[src/rtl/model_render_sequencer_pkg.sv]
// Shared render constants and sequencer state encoding. The primitive assembler
// imports the same package so both blocks agree on triangle-count widths.
package model_render_sequencer_pkg;

    localparam int MAX_MODEL_COUNT    = 16;
    localparam int MAX_TRIANGLE_COUNT = 16384;
    localparam int CYCLE_CNT_WIDTH    = 32;
    localparam int MW                 = $clog2(MAX_MODEL_COUNT);
    localparam int TW                 = $clog2(MAX_TRIANGLE_COUNT);

    typedef enum logic [2:0] {
        S_IDLE,
        S_FETCH,
        S_WAIT_DATA,
        S_ISSUE,
        S_RUN,
        S_NEXT,
        S_DONE
    } seq_state_t;

endpackage

[src/rtl/model_render_sequencer.sv]
// Frame scheduler: walks the model table, starts the primitive assembler once per
// non-empty model, and reports frame completion, abort status and cycle count.
module model_render_sequencer
    import model_render_sequencer_pkg::*;
(
    input  logic                       clk,
    input  logic                       rstn,
    input  logic                       i_frame_start,
    input  logic [MW:0]                i_num_models,
    input  logic                       i_abort,
    output logic [MW-1:0]              o_model_addr,
    output logic                       o_model_read_en,
    input  logic [TW-1:0]              i_model_num_triangles,
    output logic                       o_pa_start,
    output logic [TW-1:0]              o_pa_num_triangles,
    input  logic                       i_pa_ready,
    input  logic                       i_pa_finished,
    output logic [MW-1:0]              o_model_id,
    output logic                       o_busy,
    output logic                       o_frame_done,
    output logic                       o_aborted,
    output logic [CYCLE_CNT_WIDTH-1:0] o_frame_cycles
);

    seq_state_t    state;
    logic [MW:0]   num_models;
    logic [MW-1:0] index;
    logic [TW-1:0] r_tri;
    logic          abort_q;
    logic          abort_any;
    logic          last_model;

    // An abort arriving in the same cycle as the decision counts immediately.
    assign abort_any  = abort_q | i_abort;
    assign last_model = ((MW+1)'(index) + (MW+1)'(1)) == num_models;

    // Mealy start: the pulse coincides with the cycle the assembler reports ready.
    assign o_pa_start         = (state == S_ISSUE) && i_pa_ready && !abort_any;
    assign o_pa_num_triangles = r_tri;
    assign o_model_read_en    = (state == S_FETCH);
    assign o_model_addr       = index;
    assign o_model_id         = (state == S_IDLE) ? '0 : index;
    assign o_busy             = (state != S_IDLE);
    assign o_frame_done       = (state == S_DONE);

    // NOTE: all state is updated with non-blocking assignments so every branch
    // below sees the pre-edge values, whatever order the statements appear in.
    always_ff @(posedge clk or negedge rstn) begin
        if (!rstn) begin
            state          <= S_IDLE;
            num_models     <= '0;
            index          <= '0;
            r_tri          <= '0;
            abort_q        <= 1'b0;
            o_aborted      <= 1'b0;
            o_frame_cycles <= '0;
        end else begin
            if (state != S_IDLE) begin
                abort_q <= abort_q | i_abort;
                if (~&o_frame_cycles)
                    o_frame_cycles <= o_frame_cycles + CYCLE_CNT_WIDTH'(1);
            end

            case (state)
                S_IDLE: begin
                    if (i_frame_start) begin
                        num_models     <= i_num_models;
                        index          <= '0;
                        o_frame_cycles <= '0;
                        o_aborted      <= 1'b0;
                        abort_q        <= 1'b0;
                        state          <= (i_num_models == '0) ? S_DONE : S_FETCH;
                    end
                end
                S_FETCH: state <= S_WAIT_DATA;
                S_WAIT_DATA: begin
                    r_tri <= i_model_num_triangles;
                    state <= (i_model_num_triangles != '0) ? S_ISSUE : S_NEXT;
                end
                S_ISSUE: begin
                    if (abort_any)
                        state <= S_NEXT;
                    else if (i_pa_ready)
                        state <= S_RUN;
                end
                S_RUN: begin
                    if (i_pa_finished)
                        state <= S_NEXT;
                end
                S_NEXT: begin
                    if (abort_any || last_model) begin
                        o_aborted <= abort_any;
                        state     <= S_DONE;
                    end else begin
                        index <= index + MW'(1);
                        state <= S_FETCH;
                    end
                end
                S_DONE: begin
                    abort_q <= 1'b0;
                    state   <= S_IDLE;
                end
                default: state <= S_IDLE;
            endcase
        end
    end

endmodule

[config.mk]
export PLATFORM = sky130hd
export DESIGN_NAME = model_render_sequencer
export DESIGN_NICKNAME = d
export VERILOG_FILES = /design/src/rtl/model_render_sequencer_pkg.sv /design/src/rtl/model_render_sequencer.sv
export SDC_FILE = /design/constraint.sdc
export NUM_CORES = 1
export LEC_CHECK = 0
export ABC_CLOCK_PERIOD_IN_PS = 3500
export BUFFER_PORTS_ARGS = -buffer_cell sky130_fd_sc_hd__buf_2
export CORE_MARGIN = 5
export CORE_UTILIZATION = 40
export CTS_BUF_LIST = sky130_fd_sc_hd__clkbuf_4
export DETAILED_ROUTE_END_ITERATION = 12
export PLACE_DENSITY = 0.66
export SLEW_MARGIN = 20
export SYNTH_ARGS = -nofsm -noshare
export SYNTH_HDL_FRONTEND = slang
export SYNTH_SLANG_ARGS = --single-unit
[constraint.sdc]
create_clock -name clk -period 3.5 [get_ports clk]
set_clock_uncertainty 0.15 [all_clocks]
set_input_delay 0.7 -clock clk [delete_from_list [all_inputs] [get_ports clk]]
set_output_delay 0.7 -clock clk [all_outputs]
set_load 0.01 [all_outputs]
==> results.md <==
* Outcome: complete, no violations
* Maximum vdd drop at 0.374 mV
* Synth Instances at 326
* Cell Area, Placed at 3680 µm²
* Post-CTS setup buffers at 0
* Register area at 1500 µm²
* Final net count at 441
* Sink Count at 60
* Yosys warns at 0
* Fin Hold WS at 0.141 ns
* Syn Nets at 353
* Resize count post-CTS at 0
* Clock share of power at 0.220
* Die Ht at 98.6 µm
* Layout Utilization at 0.500
* Slew margin rel. at 0.596
* Core footprint at 7690 µm²
* Fmax at 367 MHz
* Max Buffers Root-to-Sink at 2
* Post-CTS Hold Buffers at 0
* Area Growth Syn to Fin at 22.2%
* Netlist Area Pre-Place at 3140 µm²
* Sequential share of power at 0.433
* 1st-iter DRT viols at 53
* Routed vias at 2754
* Synth Area per Inst at 9.64 µm²
* Final period util at 0.778
* Finished Cell Area at 3840 µm²
* DP Worst Slack at 1.12 ns
* Worst-margin pin slew at 0.606 ns
* Fin crit period at 2.72 ns
* Layout cell share with drive strength beyond 1 at 0.308
* Net switching power at 926 µW
* TritonCTS clock tree: built
* CP endpoint kind: output port
* Clk slew on worst S/H paths at 0.11 ns
* Die ar. at 9730 µm²
* Crit-path max FO at 15
* R2R depth at 8
* Num rows at 32
* Critical path arrival at 1.87 ns
* Routed wire length at 7630 µm
* Clk Latency, worst-skew pair at 0.41 ns
* I/O Pins at 84
* Asr flop ratio synth at 1.00
* Most used DFF post-synth: dfrtp_1
* Chip width at 98.6 µm
* Fill cells at 773
* DRC at 0
* Post-DP HPWL at 5610 µm
* All-layer global routing usage at 0.164
* Dpl cells at 505
* Initial Utilization at 0.409
* Pwr Total at 2.50 mW
* DR vias/cell at 5.29
* Drt wl/cell at 14.6 µm
* Fin cells at 521
* Multi-input gate area at 1570 µm²
* CTS Root Cell: clkbuf_4
* Post-synth EDFFs at 0
* Pwr dens at 652 nW/µm²
* First-pass GRT wire length at 12900 µm
* Unrepaired setup endpoints after global routing: false
* CTS HTree Levels at 3
* Worst setup margin at 0.778 ns
* Max Slew Vio Count at 0
* Pin count of the biggest net entering global routing at 49
* P_int at 1.58 mW
* Vias in the first global route at 2705
* Post-DRT Antenna Nets at 0
* Worst hold path type: input port to async pin
* Synthesis-stage register bit count at 60
* ANT cells at 0
* Overflow after GRT at 0
* Reg2reg setup slack at 1.08 ns
* Sequential-to-total area share from yosys stat at 0.478
* Number of distinct library cells after synthesis at 49
* WP data required at 2.65 ns
* Clock buffer count from CTS at 9
* Final Hold Viols at 0
* Comb pwr share at 0.347
* Critical path class: register to output port
* Antenna violations before repair at 0
* Sw Ratio at 0.370
* First drt pass iteration count at 4
* CP Launch Type: register
* Final setup TNS at 0 ns
* Endpoints failing setup at 0
* RD Place Congestion at 0.851
* Max-Cap Viols at 0
* Leakage at 1.78 nW
* Port-buffer cells at 83
==> area by class of cell <==
type                    count  area share
clock buffers              10      0.0196
multi-input cells         247       0.408
repair buffers             89       0.121
clock inverters             6      0.0205
flip-flops and latches     60       0.391
well taps                 102      0.0332
inverters                   7     0.00684
==> layer usage <==
metal / vias up / share of wire / wire, µm / global-route usage
met5: - / 0 / 0 / 0
met4: 0 / 0.018 / 134 / 0.0756
met3: 12 / 0.059 / 453 / 0.0432
met2: 83 / 0.46 / 3480 / 0.255
met1: 1310 / 0.47 / 3560 / 0.213
li1: 1349 / - / - / -
==> kinds of logic after synthesis <==
family	share of synthesized area
simple gates	0.275
flops	0.478
compound gates	0.0836
buf+inv	0.0231
fa+ha+maj	0.00796
mux	0.0661
xor+xnor	0.0661
==> worst max-delay path, stage by stage, from the launching register on <==
cell and delay, ns:
dfrtp_1 0.53, nor3_1 0.20, buf_4 0.19, inv_1 0.19, and2_1 0.23, buf_2 0.13
==> registers in the layout, indices dropped and copies added, names as in the netlist <==
register	cells
o_pa_num_triangles	14
o_aborted	1
state	3
o_model_addr	4
num_models	5
abort_q	1
o_frame_cycles	32
==> placed cells by master, fill, tap and decap left out, types with 3 or more instances in the layout <==
| master | instances |
|---|---|
| nor2b_1 | 3 |
| or4_1 | 3 |
| mux2i_1 | 5 |
| nand4_1 | 14 |
| nand3_2 | 3 |
| o21bai_1 | 5 |
| xnor2_1 | 15 |
| nor3_1 | 11 |
| mux2_2 | 14 |
| nand3b_1 | 4 |
| buf_4 | 7 |
| nand3_1 | 16 |
| nor2_1 | 37 |
| and2_1 | 5 |
| dfrtp_1 | 60 |
| clkinv_2 | 3 |
| o21ai_0 | 13 |
| buf_2 | 82 |
| o31ai_1 | 3 |
| nand2_1 | 34 |
| xor2_1 | 6 |
| inv_1 | 7 |
| nor4_1 | 6 |
| clkbuf_4 | 10 |
| a21oi_1 | 12 |
| or3_1 | 7 |
| o211ai_1 | 3 |
==> power by group through the flow <==
| stage | Sequential, mW | Combinational [mW] | Clock (mW) |
|---|---|---|---|
| 6_report | 1.09 | 0.868 | 0.551 |
| 5_1_grt | 1.12 | 0.978 | 0.599 |
| 4_1_cts | 1.09 | 0.885 | 0.569 |
| 3_5_place_dp | 1.10 | 0.882 | 0 |
| 3_3_place_gp | 1.08 | 0.871 | 0 |
| 2_1_floorplan | 1.10 | 0.536 | 0 |
==> final timing paths <==
path	start	to
worst max-delay path	state[0]	o_model_id[2]
worst min-delay path	rstn	o_frame_cycles[26]
worst max register to register	o_frame_cycles[0]	o_frame_cycles[9]
worst min register to register	o_pa_num_triangles[13]	o_pa_num_triangles[13]
max in group asynchronous	rstn	o_pa_num_triangles[13]
min in group clk	i_num_models[3]	num_models[3]
==> Yosys cell counts (2+ instances only) <==
cell,number,area (µm²)
nand3_2,3,30.0
o211ai_1,3,22.5
nand3b_1,4,30.0
nor3_1,11,55.1
nor2b_1,3,18.8
ha_1,2,25.0
o21bai_1,5,37.5
nor3_2,2,20.0
and3_1,2,12.5
nand4_1,14,87.6
mux2_2,14,158
clkbuf_1,11,41.3
xor2_1,6,52.6
or4_1,3,22.5
or3_1,7,43.8
xnor2_1,15,131
nor2_1,37,139
mux2i_1,5,50.1
nor4_1,6,37.5
and2_1,5,31.3
o21ai_0,13,65.1
inv_1,7,26.3
nand3_1,16,80.1
o31ai_1,3,22.5
a21oi_1,12,60.1
nand2_1,34,128
nor4_2,2,25.0
dfrtp_1,60,1500
Note: power is estimated with default switching activity, not from simulation.
